### src/rtl/potato_lcd_scan.sv
// Frame reader: walks the pixel source over WxH and streams a CASET/RASET/RAMWR preamble plus pixels to an SPI LCD.
// Optional POTATO_LCD_RGB_SWAP_EN swaps the red/blue fields of each latched pixel.
module potato_lcd_scan #(
    parameter int W          = 132,
    parameter int H          = 162,
    parameter int CLK_DIV    = 2,
    parameter int RD_LAT     = 2,
    parameter int CONTINUOUS = 0
) (
    input  logic        clk,
    input  logic        rst,
    input  logic        start,
    output logic [7:0]  ram_addr_x,
    output logic [7:0]  ram_addr_y,
    input  logic [15:0] ram_data,
    output logic        lcd_cs_n,
    output logic        lcd_sclk,
    output logic        lcd_mosi,
    output logic        lcd_dc,
    output logic        busy,
    output logic        frame_done
);
    typedef enum logic [2:0] {S_IDLE, S_CMD, S_PIX_ADDR, S_PIX_WAIT, S_PIX_SHIFT, S_GAP} state_e;

    localparam logic [15:0] DIV_LAST  = 16'(CLK_DIV - 1);
    localparam logic [15:0] WAIT_LAST = 16'(RD_LAT - 1);
    localparam logic [15:0] GAP_LAST  = 16'(2 * CLK_DIV - 1);

    state_e      state_q, state_d;
    logic [15:0] div_q, div_d, cnt_q, cnt_d, sr_q, sr_d;
    logic        sclk_q, sclk_d, dc_q, dc_d;
    logic [3:0]  bit_q, bit_d, byte_q, byte_d;
    logic [7:0]  x_q, x_d, y_q, y_d;
    logic [15:0] pix;
    logic        shifting, tick, bit_done, unit_done, last_byte, last_x, last_y;
    logic        wait_done, gap_done, go;

    function automatic logic [7:0] cmd_byte(input logic [3:0] i);
        case (i)
            4'd0:    return 8'h2A;
            4'd4:    return 8'(W - 1);
            4'd5:    return 8'h2B;
            4'd9:    return 8'(H - 1);
            4'd10:   return 8'h2C;
            default: return 8'h00;
        endcase
    endfunction

    function automatic logic cmd_dc(input logic [3:0] i);
        return !(i == 4'd0 || i == 4'd5 || i == 4'd10);
    endfunction

`ifdef POTATO_LCD_RGB_SWAP_EN
    assign pix = {ram_data[4:0], ram_data[10:5], ram_data[15:11]};
`else
    assign pix = ram_data;
`endif

    assign shifting  = (state_q == S_CMD) || (state_q == S_PIX_SHIFT);
    assign tick      = (div_q == DIV_LAST);
    // A bit finishes at the end of its sclk-high half.
    assign bit_done  = shifting && tick && sclk_q;
    assign unit_done = bit_done && (bit_q == ((state_q == S_CMD) ? 4'd7 : 4'd15));
    assign last_byte = (byte_q == 4'd10);
    assign last_x    = (x_q == 8'(W - 1));
    assign last_y    = (y_q == 8'(H - 1));
    assign wait_done = (state_q == S_PIX_WAIT) && (cnt_q == WAIT_LAST);
    assign gap_done  = (state_q == S_GAP) && (cnt_q == GAP_LAST);
    assign go        = start || (CONTINUOUS != 0);

    always_ff @(posedge clk or negedge rst) begin
        if (!rst) state_q <= S_IDLE;
        else      state_q <= state_d;
    end

    always_comb begin
        state_d = state_q;
        case (state_q)
            S_IDLE:      if (go) state_d = S_CMD;
            S_CMD:       if (unit_done && last_byte) state_d = S_PIX_ADDR;
            S_PIX_ADDR:  state_d = S_PIX_WAIT;
            S_PIX_WAIT:  if (wait_done) state_d = S_PIX_SHIFT;
            S_PIX_SHIFT: if (unit_done) state_d = (last_x && last_y) ? S_GAP : S_PIX_ADDR;
            S_GAP:       if (gap_done) state_d = (CONTINUOUS != 0) ? S_CMD : S_IDLE;
            default:     state_d = S_IDLE;
        endcase
    end

    always_comb begin
        lcd_cs_n   = (state_q == S_IDLE) || (state_q == S_GAP);
        lcd_sclk   = sclk_q;
        lcd_mosi   = shifting && sr_q[15];
        lcd_dc     = dc_q;
        busy       = (state_q != S_IDLE);
        frame_done = gap_done;
        ram_addr_x = x_q;
        ram_addr_y = y_q;
    end

    always_comb begin
        div_d  = div_q;
        sclk_d = sclk_q;
        sr_d   = sr_q;
        bit_d  = bit_q;
        byte_d = byte_q;
        dc_d   = dc_q;
        cnt_d  = cnt_q;
        x_d    = x_q;
        y_d    = y_q;
        if (shifting) begin
            div_d  = tick ? 16'd0 : div_q + 16'd1;
            sclk_d = tick ? !sclk_q : sclk_q;
            if (bit_done) begin
                sr_d  = {sr_q[14:0], 1'b0};
                bit_d = bit_q + 4'd1;
            end
        end
        // Next byte is loaded on the same edge the last bit ends, so bytes run back to back.
        if ((state_q == S_IDLE && go) || (gap_done && CONTINUOUS != 0)) begin
            sr_d   = {cmd_byte(4'd0), 8'h00};
            dc_d   = cmd_dc(4'd0);
            byte_d = 4'd0;
            bit_d  = 4'd0;
            div_d  = 16'd0;
            sclk_d = 1'b0;
        end
        case (state_q)
            S_CMD: if (unit_done) begin
                bit_d = 4'd0;
                if (last_byte) begin
                    byte_d = 4'd0;
                    cnt_d  = 16'd0;
                end else begin
                    byte_d = byte_q + 4'd1;
                    sr_d   = {cmd_byte(byte_q + 4'd1), 8'h00};
                    dc_d   = cmd_dc(byte_q + 4'd1);
                end
            end
            S_PIX_ADDR: cnt_d = 16'd0;
            S_PIX_WAIT: begin
                cnt_d = cnt_q + 16'd1;
                if (wait_done) begin
                    sr_d   = pix;
                    dc_d   = 1'b1;
                    bit_d  = 4'd0;
                    div_d  = 16'd0;
                    sclk_d = 1'b0;
                    cnt_d  = 16'd0;
                end
            end
            S_PIX_SHIFT: if (unit_done) begin
                bit_d = 4'd0;
                cnt_d = 16'd0;
                if (last_x) begin
                    x_d = 8'd0;
                    y_d = last_y ? 8'd0 : y_q + 8'd1;
                    if (last_y) dc_d = 1'b0;
                end else begin
                    x_d = x_q + 8'd1;
                end
            end
            S_GAP: cnt_d = gap_done ? 16'd0 : cnt_q + 16'd1;
            default: ;
        endcase
    end

    always_ff @(posedge clk or negedge rst) begin
        if (!rst) begin
            div_q  <= '0;
            cnt_q  <= '0;
            sr_q   <= '0;
            sclk_q <= 1'b0;
            dc_q   <= 1'b0;
            bit_q  <= '0;
            byte_q <= '0;
            x_q    <= '0;
            y_q    <= '0;
        end else begin
            div_q  <= div_d;
            cnt_q  <= cnt_d;
            sr_q   <= sr_d;
            sclk_q <= sclk_d;
            dc_q   <= dc_d;
            bit_q  <= bit_d;
            byte_q <= byte_d;
            x_q    <= x_d;
            y_q    <= y_d;
        end
    end
endmodule

### config.mk
export PLATFORM = sky130hd
export DESIGN_NAME = potato_lcd_scan
export DESIGN_NICKNAME = d
export VERILOG_FILES = /design/src/rtl/potato_lcd_scan.sv
export SDC_FILE = /design/constraint.sdc
export NUM_CORES = 1
export LEC_CHECK = 0
export CAP_MARGIN = 0
export CORE_MARGIN = 1.5
export CORE_UTILIZATION = 56
export DETAILED_ROUTE_END_ITERATION = 12
export PLACE_DENSITY = 0.78
export SETUP_SLACK_MARGIN = 0.3
export SYNTH_ARGS = -nofsm -noshare
export SYNTH_HDL_FRONTEND = slang
export SYNTH_SLANG_ARGS = --single-unit
### constraint.sdc
create_clock -name clk -period 7 [get_ports clk]
set_input_delay 1.05 -clock clk [delete_from_list [all_inputs] [get_ports clk]]
set_output_delay 1.05 -clock clk [all_outputs]
set_load 0.02 [all_outputs]
==> metrics.md, run 1 <==
| Metric | Value |
|---|---|
| Outcome | `completed` |
| Slew margin rel. | `0.214` |
| Top post-synthesis cells by area | `dfrtp_1 (44%), nor2_1 (4.6%), o21ai_0 (4.6%)` |
| Req. time, crit path | `5950 ps` |
| First drt pass iteration count | `7` |
| Setup ws final | `3540 ps` |
| Top layer in use | `met4` |
| Gate power share | `0.365` |
| DRT iter0 DRCs | `176` |
| PortBufs | `40` |
| Hold Buf Count CTS | `0` |
| Worst path max stage delay | `590 ps` |
| Fin. Hold Viols | `0` |
| Sw Ratio | `0.385` |
| Gr ovfl total | `0` |
| CP max stage cell | `clkdlybuf4s50_1` |
| Initial Util | `0.571` |
| Area of the multi-input gates | `2310 um^2` |
| Chip width | `91.3 um` |
| Synth Register Bits | `77` |
| Critical Path End | `lcd_mosi` |
| Sink Count | `77` |
| Num rows | `32` |
| Syn nets | `508` |
| Gr usage total | `0.246` |
| First-pass GRT wire length | `16400 um` |
| Design area | `5030 um^2` |
| Max VDD drop | `0.189 mV` |
| Cell area after synthesis | `4360 um^2` |
| CTS Buf Count | `9` |
| Type of element launching the critical path | `flip-flop` |
| Period utilization | `0.495` |
| Num ports | `41` |
| Most common cell after layout, fill and taps aside | `dfrtp_1` |
| Post-CTS setup buffers | `0` |
| Worst slew pin tran | `1180 ps` |
| PD cells | `310 nW/um^2` |
| Reg-to-Reg Start | `state_q[1]` |
| CTS tree | `built` |
| Yosys cell types | `56` |
| Met1 WL | `4490 um` |
| Crit Path Category | `flip-flop to output pin` |
| Pre-CTS setup slack | `3890 ps` |
| Met3 WL | `392 um` |
| CTS clock-pin slew for the worst setup and hold paths | `80 ps` |
| FF+latch area | `1930 um^2` |
| Antenna cells | `0` |
| Core area | `7650 um^2` |
| Root buf cell | `clkbuf_8` |
| Largest net degree at the start of global routing | `78` |
| Fraction of registers with async set/reset | `1.00` |
| Post-CTS Resized | `0` |
| R2R setup slack | `3830 ps` |
| MaxCap Viol Count | `0` |
| Initial antenna violation count | `0` |
| Register-to-Register Path Depth | `6` |
| Net Sw Power | `600 uW` |
| HPWL Detailed | `6530 um` |
| Achievable Freq | `289 MHz` |
| Synth top area share | `0.442` |
| Global placer's final weighted congestion | `0.842` |
| Worst path cell trace | `nand2b_1, a21oi_1, and2_1, clkdlybuf4s50_1` |
| Clock Latency Late Sink | `360 ps` |
| Die area | `8330 um^2` |
| Crit path time final | `3460 ps` |
| Syn Area/Cell | `9.07 um^2` |
| Syn Inst Count | `481` |
| CTS max path bufs | `2` |
| Slew Viols, Final | `0` |
| Reg power frac | `0.395` |
| Metal2 WL | `4420 um` |
| Final layout net count | `541` |
| Worst Hold Class | `flip-flop to flip-flop` |
| EDFF count, synth | `0` |
| R2r endpoint | `cnt_q[13]` |
| Commonest non-fill, non-tap cells in the layout | `dfrtp_1 (77), nor2_1 (54), nand2_1 (53)` |
| Per-cell routed wire length | `15.3 um` |
| Peak fanout along the critical path | `11` |
| Layout cells sized above 1 | `0.0541` |
| Die Ht | `91.3 um` |
| Via count | `3697` |
| Synth Flop Type | `dfrtp_1` |
| Drt drc | `0` |
| Area delta synth->final | `15.2%` |
| RSZ-0062 raised after global routing | `no` |
| Type of destination of the critical path | `output pin` |
| Fill cells | `650` |
| Leak Pwr | `0.00221 uW` |
| Post-DP Area | `4810 um^2` |
| WP data arrival | `2410 ps` |
| Cell taking the most area after synthesis | `dfrtp_1` |
| Final setup viols | `0` |
| Routed Antenna Nets | `0` |
| Total detailed-routing wirelength | `9490 um` |
| Fin Setup TNS | `0 ps` |
| Clock Power Share | `0.240` |
| Internal | `957 uW` |
| Final design utilization | `0.657` |
| Vias/cell | `5.96` |
| H-tree Lvls | `3` |
| Worst Setup SP | `state_q[2]` |
| Vias in the first global route | `3533` |
| Share of the yosys chip area belonging to registers | `0.442` |
| Yosys warns | `0` |
| Final Skew | `10.8 ps` |
[logic make-up (layout without fill, tap and decap cells)]
kind of cell / after synthesis / count (layout) / synth area share
AO/OA/AOI/OAI: 91 / 91 / 0.122
flip-flops: 77 / 77 / 0.442
buffers and inverters: 29 / 66 / 0.0287
AND/OR/NAND/NOR: 224 / 224 / 0.271
multiplexers: 21 / 21 / 0.0513
XOR/XNOR: 31 / 31 / 0.0622
adder cells (fa/ha/maj): 8 / 8 / 0.0229
[power by group through the flow]
stage	Combinational, uW	Clock, uW	Sequential [uW]
CTS	566	379	614
floorplan	458	0	579
global placement	545	0	618
detailed placement	564	0	623
finish	569	373	615
global route	639	402	631
[flip-flops by register name (all words and copies together) (netlist names)]
signal,flops
div_q,16
byte_q,4
lcd_sclk,1
ram_addr_x,8
ram_addr_y,8
cnt_q,16
sr_q,16
lcd_dc,1
state_q,3
bit_q,4
[worst max-delay path, delay by kind of cell (launching register included)]
family	cells	cell delay, ps
AOI/OAI and AO/OA	1	470
buffers and inverters	1	590
DFF	1	520
and+or+nand+nor	2	480
[layout make-up]
type / count / share of cell area
multi-input combinational: 375 / 0.460
sequential: 77 / 0.383
timing repair buffer: 42 / 0.0822
clock buffer: 11 / 0.0281
tap: 102 / 0.0254
clock inverter: 4 / 0.0144
inverter: 9 / 0.00672
[worst min path at each step]
stage                    from   endpoint  slack, ps  cells after the start
CTS                 cnt_q[15]  cnt_q[15]        500                      1
global route        cnt_q[15]  cnt_q[15]        530                      1
detailed placement  cnt_q[15]  cnt_q[15]        490                      1
finish              cnt_q[15]  cnt_q[15]        500                      1
global placement    cnt_q[15]  cnt_q[15]        470                      1
floorplan           cnt_q[15]  cnt_q[15]        450                      1
[synthesized netlist by cell type (2+ instances only)]
library cell	count
dfrtp_1	77
nor2_1	54
nand2_1	53
o21ai_0	40
a21oi_1	21
nand3_1	17
nand4_1	17
xor2_1	16
and3_1	15
xnor2_1	15
mux2i_1	12
clkbuf_1	11
nor4_1	11
and2_1	9
inv_1	9
nor3_1	9
ha_1	8
a31oi_1	7
buf_2	7
nand2b_1	6
nor2b_1	6
mux2_2	5
o31ai_1	5
nor3b_1	4
o211ai_1	4
and4_1	3
mux2_1	3
nand4b_1	3
or3_1	3
a21o_1	2
a22oi_1	2
nand3b_1	2
nor4bb_1	2
[stage by stage]
step           hold slack, ps  cells  total power [uW]
6_report                  498    620              1560
5_1_grt                   531    620              1670
4_1_cts                   498    620              1560
3_5_place_dp              488    605              1190
3_3_place_gp              474    605              1160
2_1_floorplan             452    481              1040
[layer usage]
metal	vias to the layer above	global-route usage
li1	1786	-
met1	1800	0.344
met2	94	0.383
met3	17	0.0394
met4	0	0.0990
met5	-	0
No activity file was read; power rests on OpenSTA's default activity.
==> inputs of run 2 (changes only) <==
--- a/config.mk
+++ b/config.mk
@@ -7,9 +7,9 @@
 export LEC_CHECK = 0
 export CAP_MARGIN = 0
 export CORE_MARGIN = 1.5
-export CORE_UTILIZATION = 56
+export CORE_UTILIZATION = 52
 export DETAILED_ROUTE_END_ITERATION = 12
-export PLACE_DENSITY = 0.78
+export PLACE_DENSITY = 0.76
 export SETUP_SLACK_MARGIN = 0.3
 export SYNTH_ARGS = -nofsm -noshare
 export SYNTH_HDL_FRONTEND = slang
==> constraint.sdc (replaced) <==
create_clock -name clk -period 3 [get_ports clk]
set_input_delay 0.45 -clock clk [delete_from_list [all_inputs] [get_ports clk]]
set_output_delay 0.45 -clock clk [all_outputs]
set_load 0.02 [all_outputs]
==> run 2 against run 1 <==
Non-clock buffer count up 12. Clock power up 110%. Register-to-register slack worse by 3300 ps. Wire length up 4.2%. Setup slack worse by 3000 ps. Combinational power up 150%. Sequential power up 140%. Critical endpoint is now lcd_cs_n. Sequential share of layout area down 0.77 points. Critical path type unchanged. Highest routed layer unchanged.
==> metrics.md, run 2 (synthesis gave the netlist of run 1 again) <==
| Metric | Value |
|---|---|
| Req. time, crit path | `2550 ps (-3400 ps)` |
| Final Skew | `6.95 ps (-3.83 ps)` |
| CTS tree | `built` |
| Global placer's final weighted congestion | `0.865 (+2.8%)` |
| CTS max path bufs | `2 (unchanged)` |
| Total detailed-routing wirelength | `9890 um (+4.2%)` |
| Via count | `3718 (+0.57%)` |
| PortBufs | `40 (unchanged)` |
| Final layout net count | `553 (+2.2%)` |
| Type of destination of the critical path | `output pin` |
| Post-DP Area | `4870 um^2 (+1.2%)` |
| Achievable Freq | `401 MHz` |
| Slew Viols, Final | `0 (unchanged)` |
| Fin Setup TNS | `0 ps (unchanged)` |
| RSZ-0062 raised after global routing | `no` |
| Leak Pwr | `0.00230 uW (+4.4%)` |
| CTS clock-pin slew for the worst setup and hold paths | `80 ps (about the same)` |
| Initial antenna violation count | `0 (unchanged)` |
| Commonest non-fill, non-tap cells in the layout | `dfrtp_1 (75), nor2_1 (54), nand2_1 (53)` |
| Peak fanout along the critical path | `13 (+2)` |
| Outcome | `completed` |
| Clock Latency Late Sink | `350 ps (about the same)` |
| Crit path time final | `2500 ps` |
| Slew margin rel. | `0.346 (+0.132)` |
| Worst Hold Class | `primary input to asynchronous set/reset pin` |
| Most common cell after layout, fill and taps aside | `dfrtp_1` |
| H-tree Lvls | `3 (unchanged)` |
| Period utilization | `0.832` |
| Routed Antenna Nets | `0 (unchanged)` |
| Antenna cells | `0 (unchanged)` |
| Num ports | `41 (unchanged)` |
| Chip width | `94.6 um (+3.7%)` |
| Final setup viols | `0 (unchanged)` |
| Layout cells sized above 1 | `0.0904 (+0.0363)` |
| Max VDD drop | `0.479 mV (+150%)` |
| First-pass GRT wire length | `16600 um (+1.1%)` |
| Type of element launching the critical path | `flip-flop` |
| Die area | `8950 um^2 (+7.4%)` |
| Crit Path Category | `flip-flop to output pin` |
| Gr ovfl total | `0 (unchanged)` |
| MaxCap Viol Count | `0 (unchanged)` |
| Area delta synth->final | `17.7%` |
| Root buf cell | `clkbuf_8` |
| Core area | `8180 um^2 (+6.9%)` |
| Sink Count | `77 (unchanged)` |
| WP data arrival | `2050 ps (-360 ps)` |
| HPWL Detailed | `6820 um (+4.5%)` |
| Vias in the first global route | `3485 (-1.4%)` |
| Die Ht | `94.6 um (+3.7%)` |
| Largest net degree at the start of global routing | `78 (unchanged)` |
| Vias/cell | `5.85 (-2.0%)` |
| DRT iter0 DRCs | `205 (+16%)` |
| Design area | `5140 um^2 (+2.2%)` |
| Per-cell routed wire length | `15.6 um (+1.6%)` |
| Worst slew pin tran | `982 ps (-198 ps)` |
| Num rows | `33 (+3.1%)` |
| First drt pass iteration count | `5 (-2)` |
| Gr usage total | `0.238 (-0.00833)` |
| Initial Util | `0.534 (-0.0368)` |
| Largest registers | `cnt_q: 16 flops, div_q: 16 flops, sr_q: 16 flops` |
| Fin. Hold Viols | `0 (unchanged)` |
| Drt drc | `0 (unchanged)` |
| CTS Buf Count | `9 (unchanged)` |
| PD cells | `706 nW/um^2 (+130%)` |
[run 2: cell type report]
type / instances / area [um^2]
clock buffers: 11 / 141
clock inverters: 5 / 50.0
fillers: 716 / 3040
inverters: 9 / 33.8
multi-input cells: 375 / 2340
flip-flops and latches: 77 / 1930
well taps: 105 / 131
repair buffers: 54 / 508
[run 2: path summary, 6_finish.rpt]
check                            from    endpoint  slack, ps  depth (start not counted)
max in group asynchronous         rst  state_q[2]       2040                          1
setup reg to reg             div_q[4]     sr_q[9]        560                          6
min in group clk            cnt_q[15]   cnt_q[15]        520                          1
hold / removal                    rst     sr_q[6]        210                          1
setup / recovery           state_q[1]    lcd_cs_n        500                          4
hold reg to reg             cnt_q[15]   cnt_q[15]        520                          1
[run 2: routing by layer]
metal  share of wire  global-route usage
met3           0.035              0.0572
met4           0.014              0.0833
met5               0                   0
met2            0.48               0.363
met1            0.47               0.331
[run 2: timing repair]
item	4_1_cts	5_1_grt
setup buffers	0	5
pin swaps	0	2
resized for setup	3	7
setup endpoints to repair	2	32
cloned	0	0
hold buffers	0	0
[run 2: worst max-delay path, stage by stage (launching register included)]
cell             delay (ps)
dfrtp_1                 540
nor3_1                  360
inv_1                   130
nand2_1                  80
clkdlybuf4s50_1         600
[run 2: power breakdown]
| part | total [uW] | switching [uW] | leakage (uW) | internal, uW |
|---|---|---|---|---|
| Combinational | 1400 | 819 | 0.00116 | 586 |
| Clock | 777 | 375 | 0.000103 | 402 |
| Sequential | 1450 | 225 | 0.00104 | 1220 |
[run 2: stage by stage]
step / worst slack, ps / hold slack (ps) / utilization / std cells / power [uW]
after floorplan: 751 / 154 / - / 481 / 2420
after global placement: 583 / 472 / 0.596 / 615 / 2780
after detailed placement: 462 / 494 / 0.596 / 615 / 2840
after CTS: 309 / 279 / 0.621 / 631 / 3620
after global routing: 374 / 323 / 0.628 / 636 / 3900
final: 505 / 215 / 0.628 / 636 / 3630
